**src/rtl/pipeline_hazard_ctrl.sv**
```systemverilog
// Hazard and sequencing controller for the five-stage pipeline: operand forwarding,
// load-use bubbles, branch-redirect flushes, multi-cycle execute stalls and a stall counter.
module pipeline_hazard_ctrl #(
   parameter int REG_W    = 4,
   parameter bit ZERO_REG = 1'b1,
   parameter int CNT_W    = 16
) (
   input  logic             clk,
   input  logic             rst,
   input  logic [REG_W-1:0] Rs1D,
   input  logic [REG_W-1:0] Rs2D,
   input  logic [REG_W-1:0] Rs1E,
   input  logic [REG_W-1:0] Rs2E,
   input  logic [REG_W-1:0] RdE,
   input  logic [REG_W-1:0] RdM,
   input  logic [REG_W-1:0] RdW,
   input  logic             LoadE,
   input  logic             RegWriteM,
   input  logic             RegWriteW,
   input  logic             PCSrcE,
   input  logic             McStartE,
   input  logic             McDoneE,
   output logic             StallF,
   output logic             StallD,
   output logic             StallE,
   output logic             FlushD,
   output logic             FlushE,
   output logic             FlushM,
   output logic [1:0]       ForwardAE,
   output logic [1:0]       ForwardBE,
   output logic [CNT_W-1:0] StallCount
);

   localparam logic [1:0] ST_RUN      = 2'd0;
   localparam logic [1:0] ST_REDIRECT = 2'd1;
   localparam logic [1:0] ST_MC_BUSY  = 2'd2;

   logic [1:0]       state_reg;
   logic [1:0]       state_next;
   logic [CNT_W-1:0] stall_count_reg;
   logic [CNT_W-1:0] stall_count_next;

   logic rde_valid;
   logic rdm_valid;
   logic rdw_valid;

   // Register 0 is never a real producer when it is hardwired to zero.
   assign rde_valid = (RdE != '0) || !ZERO_REG;
   assign rdm_valid = (RdM != '0) || !ZERO_REG;
   assign rdw_valid = (RdW != '0) || !ZERO_REG;

   logic [1:0][REG_W-1:0] rs_e;
   logic [1:0][REG_W-1:0] rs_d;
   logic [1:0][1:0]       fwd_sel;
   logic [1:0]            d_match;

   assign rs_e = {Rs2E, Rs1E};
   assign rs_d = {Rs2D, Rs1D};

   genvar gi;
   generate
      for (gi = 0; gi < 2; gi++) begin : g_operand
         // The newer result in M wins over the older one in W.
         assign fwd_sel[gi] = (RegWriteM && rdm_valid && (RdM == rs_e[gi])) ? 2'b10 :
                              (RegWriteW && rdw_valid && (RdW == rs_e[gi])) ? 2'b01 :
                                                                               2'b00;
         assign d_match[gi] = (RdE == rs_d[gi]);
      end
   endgenerate

   logic lw_stall;
   assign lw_stall = LoadE && rde_valid && (d_match != 2'b00);

   logic stall_f;
   logic stall_d;
   logic stall_e;
   logic flush_d;
   logic flush_e;
   logic flush_m;

   always_comb begin
      state_next = state_reg;
      stall_f    = 1'b0;
      stall_d    = 1'b0;
      stall_e    = 1'b0;
      flush_d    = 1'b0;
      flush_e    = 1'b0;
      flush_m    = 1'b0;
      case (state_reg)
         ST_RUN: begin
            if (PCSrcE) begin
               flush_d    = 1'b1;
               flush_e    = 1'b1;
               state_next = ST_REDIRECT;
            end else if (McStartE) begin
               // A start that completes in the same cycle behaves like a single-cycle op.
               if (!McDoneE) begin
                  stall_f    = 1'b1;
                  stall_d    = 1'b1;
                  stall_e    = 1'b1;
                  flush_m    = 1'b1;
                  state_next = ST_MC_BUSY;
               end
            end else if (lw_stall) begin
               stall_f = 1'b1;
               stall_d = 1'b1;
               flush_e = 1'b1;
            end
         end
         ST_REDIRECT: begin
            // The synchronous IMem already fetched one wrong-path instruction.
            flush_d = 1'b1;
            if (PCSrcE) begin
               flush_e    = 1'b1;
               state_next = ST_REDIRECT;
            end else begin
               state_next = ST_RUN;
            end
         end
         ST_MC_BUSY: begin
            if (McDoneE) begin
               state_next = ST_RUN;
            end else begin
               stall_f = 1'b1;
               stall_d = 1'b1;
               stall_e = 1'b1;
               flush_m = 1'b1;
            end
         end
         default: begin
            state_next = ST_RUN;
         end
      endcase
   end

   assign StallF    = stall_f && !rst;
   assign StallD    = stall_d && !rst;
   assign StallE    = stall_e && !rst;
   assign FlushD    = flush_d && !rst;
   assign FlushE    = flush_e && !rst;
   assign FlushM    = flush_m && !rst;
   assign ForwardAE = rst ? 2'b00 : fwd_sel[0];
   assign ForwardBE = rst ? 2'b00 : fwd_sel[1];

   always_comb begin
      stall_count_next = stall_count_reg;
      if (StallF && (stall_count_reg != '1)) begin
         stall_count_next = stall_count_reg + CNT_W'(1);
      end
   end

   always_ff @(posedge clk) begin
      if (rst) begin
         state_reg       <= ST_RUN;
         stall_count_reg <= '0;
      end else begin
         state_reg       <= state_next;
         stall_count_reg <= stall_count_next;
      end
   end

   assign StallCount = stall_count_reg;

endmodule

```
**config.mk**
```make
export PLATFORM = sky130hd
export DESIGN_NAME = pipeline_hazard_ctrl
export DESIGN_NICKNAME = d
export VERILOG_FILES = /design/src/rtl/pipeline_hazard_ctrl.sv
export SDC_FILE = /design/constraint.sdc
export NUM_CORES = 1
export LEC_CHECK = 0
export CAP_MARGIN = 20
export CORE_MARGIN = 2
export CORE_UTILIZATION = 43
export CTS_CLUSTER_SIZE = 12
export DETAILED_ROUTE_END_ITERATION = 8
export GPL_ROUTABILITY_DRIVEN = 0
export HOLD_SLACK_MARGIN = 0.05
export PLACE_DENSITY = 0.94
export SLEW_MARGIN = 20
export SYNTH_ARGS = -nofsm -noshare
export SYNTH_HDL_FRONTEND = slang
export SYNTH_SLANG_ARGS = --single-unit
```
**constraint.sdc**
```tcl
create_clock -name clk -period 3.03 [get_ports clk]
set_input_delay 0.606 -clock clk [delete_from_list [all_inputs] [get_ports clk]]
set_output_delay 0.606 -clock clk [all_outputs]
set_load 0.02 [all_outputs]
```
==> summary.txt <==
hold worst-path end -> state_reg[0]
Antenna Nets Post-Route -> 0
Slew headroom -> 65.4%
Worst Setup Path Type -> in -> out
drt wl/cell -> 13.8 um
Tot Pwr -> 0.534 mW
Tmin final -> 3.01 ns
setup TNS -> 0 ns
reg2reg path depth -> 6
most frequent cells in the layout -> clkdlybuf4s50_1 (56), dfxtp_1 (18), xnor2_1 (17), a21oi_1 (12), nand2_1 (12)
sequential-to-total area share from yosys stat -> 28.5%
CTS tree -> built
chip width -> 58.2 um
PnR worst setup slack -> 0.0200 ns
pwr dens -> 270 mW/mm2
RSZ-0062 raised after global routing -> true
top-area cell type share of the netlist area -> 28.5%
Max rail drop VDD -> 0.393 mV
Sink Count -> 18
Main synth FF type -> dfxtp_1
CP arrival -> 2.40 ns
worst-path maximum fanout -> 3
Final Setup Violations -> 0
initial antenna violation count -> 0
first-pass GRT wire length -> 5.75 mm
Final Hold Vio Count -> 0
WP buf/inv -> 2
Gate Count Post-Synth -> 152
startpoint of the worst hold path -> state_reg[1]
Core Box Area -> 0.00278 mm2
total track usage -> 21.5%
Max stage delay on crit path -> 0.56 ns
number of synthesized flops with an enable pin -> 0
DRC errors left -> 0
reg2reg end -> StallCount[9]
hold slack -> 0.485 ns
total leakage power -> 0.676 nW
synth unique cells -> 36
Worst-Margin Slew -> 0.516 ns
Yosys warnings -> 0
cell taking the most area after synthesis -> dfxtp_1
# H-tree levels -> 1
largest net degree at the start of global routing -> 25
Seq cells post-synth -> 18
CP max stage cell -> or4_1
max layer used -> met4
HP Class -> reg -> reg
vias in the first global route -> 1375
metal2 WL -> 1.83 mm
CTS Buffer Depth -> 2
root buffer cell -> clkbuf_4
via density per instance -> 5.55
cts bufs inserted -> 3
WHS Path Cells -> 1
Tcrit/Tclk final -> 99.3%
Worst R2R Setup Slack -> 1.05 ns
Die ar. -> 0.00339 mm2
Die Height -> 58.2 um
number of flip-flops in the largest register -> 16
FF-to-FF Start -> StallCount[0]
ranking of synthesized cells by area -> dfxtp_1 (29%), xnor2_1 (12%), xor2_1 (5.5%)
Clk Latency, worst-skew pair -> 0.29 ns
outcome -> finished clean
Post-synth ARST share -> 0%
number of diodes -> 0
commonest non-fill, non-tap cell in the layout -> clkdlybuf4s50_1
TritonRoute pass-1 iters -> 4
Critical Path, Cell by Cell -> clkdlybuf4s50_1, or4_1, o2111a_2, or2_2, dlygate4sd2_1
Setup crit end kind -> primary output
routed vias -> 1405
Area growth syn-to-layout -> 56.5%
Avg Cell Area, Syn -> 8.31 um2
WP data required -> 2.42 ns
max-slew violation count -> 0
syn nets -> 189
Setup Skew -> 0.00251 ns
Clk pin slew, worst setup/hold paths -> 0.11 ns
Initial Utilization -> 45.4%
share of cells above drive strength 1 -> 10.4%
netlist area before placement -> 0.00126 mm2
M1 wire length -> 1.48 mm
Rows -> 19
Max Cap Viol -> 0
Final nets -> 260
Placement Setup Slack -> -0.214 ns
Max Fclk -> 332 MHz
DRT iter0 DRCs -> 41
met3 WL post-DR -> 165 um
post-DP HPWL -> 2.76 mm
Fillers -> 231
Port Buffers -> 61
io pins -> 62
cell family with most CP delay -> simple AND/OR/NAND/NOR gates
Startpoint Class -> primary input
post-CTS setup buffers -> 0
total global routing overflow -> 0
drt total wl -> 3.50 mm
[where the power goes]
part	internal [mW]	total [mW]	switching (mW)
logic	0.0824	0.143	0.0603
registers	0.238	0.241	0.00254
clock network	0.0733	0.150	0.0768
[stage by stage]
step                cell area, um2  util [%]  std cells
global placement              1950      70.0        249
finish                        1980      71.1        253
CTS                           1980      71.1        253
detailed placement            1950      70.0        249
floorplan                     1260         -        152
global route                  1980      71.1        253
[layout make-up]
class	count	area, um2	area share [%]
Multi-Input combinational cell	125	845	42.7
Timing Repair Buffer	72	687	34.7
Sequential cell	18	360	18.2
Tap cell	31	38.8	1.96
Clock buffer	4	36.3	1.83
Inverter	3	11.3	0.569
[cell families after synthesis]
family,share of synthesized area [%]
DFF,28.5
AOI/OAI and AO/OA,16.6
muxes,1.68
buffers and inverters,4.65
adders and majority gates,0.990
xor gates and xnor gates,17.3
and+or+nand+nor,30.2
[cells in the mapped netlist, drive strengths merged (3+ instances only)]
cell type,n
o31ai,4
nand3,9
inv,3
dfxtp,18
clkbuf,3
nand2,12
nor3,6
nor4,4
a21oi,12
nand4,7
xor2,8
buf,3
or4,5
o21ai,8
nor2,11
or3,5
xnor2,17
[worst max path at each step]
stage	from	endpoint	slack, ns	cells after the start
final	RdE[0]	StallF	0.02	5
after global routing	RdE[0]	StallD	-0.02	5
after CTS	RdE[0]	StallD	0.006	5
after detailed placement	RdE[0]	StallD	-0.21	5
after global placement	RdE[0]	StallF	-0.19	5
after floorplan	RdE[0]	StallF	0.58	4
[repair_timing]
action / CTS / global route
endpoints found under the setup margin: 5 / 2
hold buffers: 0 / 0
gates cloned: 0 / 0
pin swaps: 0 / 0
resized for setup: 5 / 0
[routing by layer]
layer / vias up / track usage, %
met4: 0 / 3.65
met1: 657 / 23.9
li1: 702 / -
met2: 42 / 42.2
met5: - / 0
met3: 4 / 4.24
No activity file was read; power rests on OpenSTA's default activity.
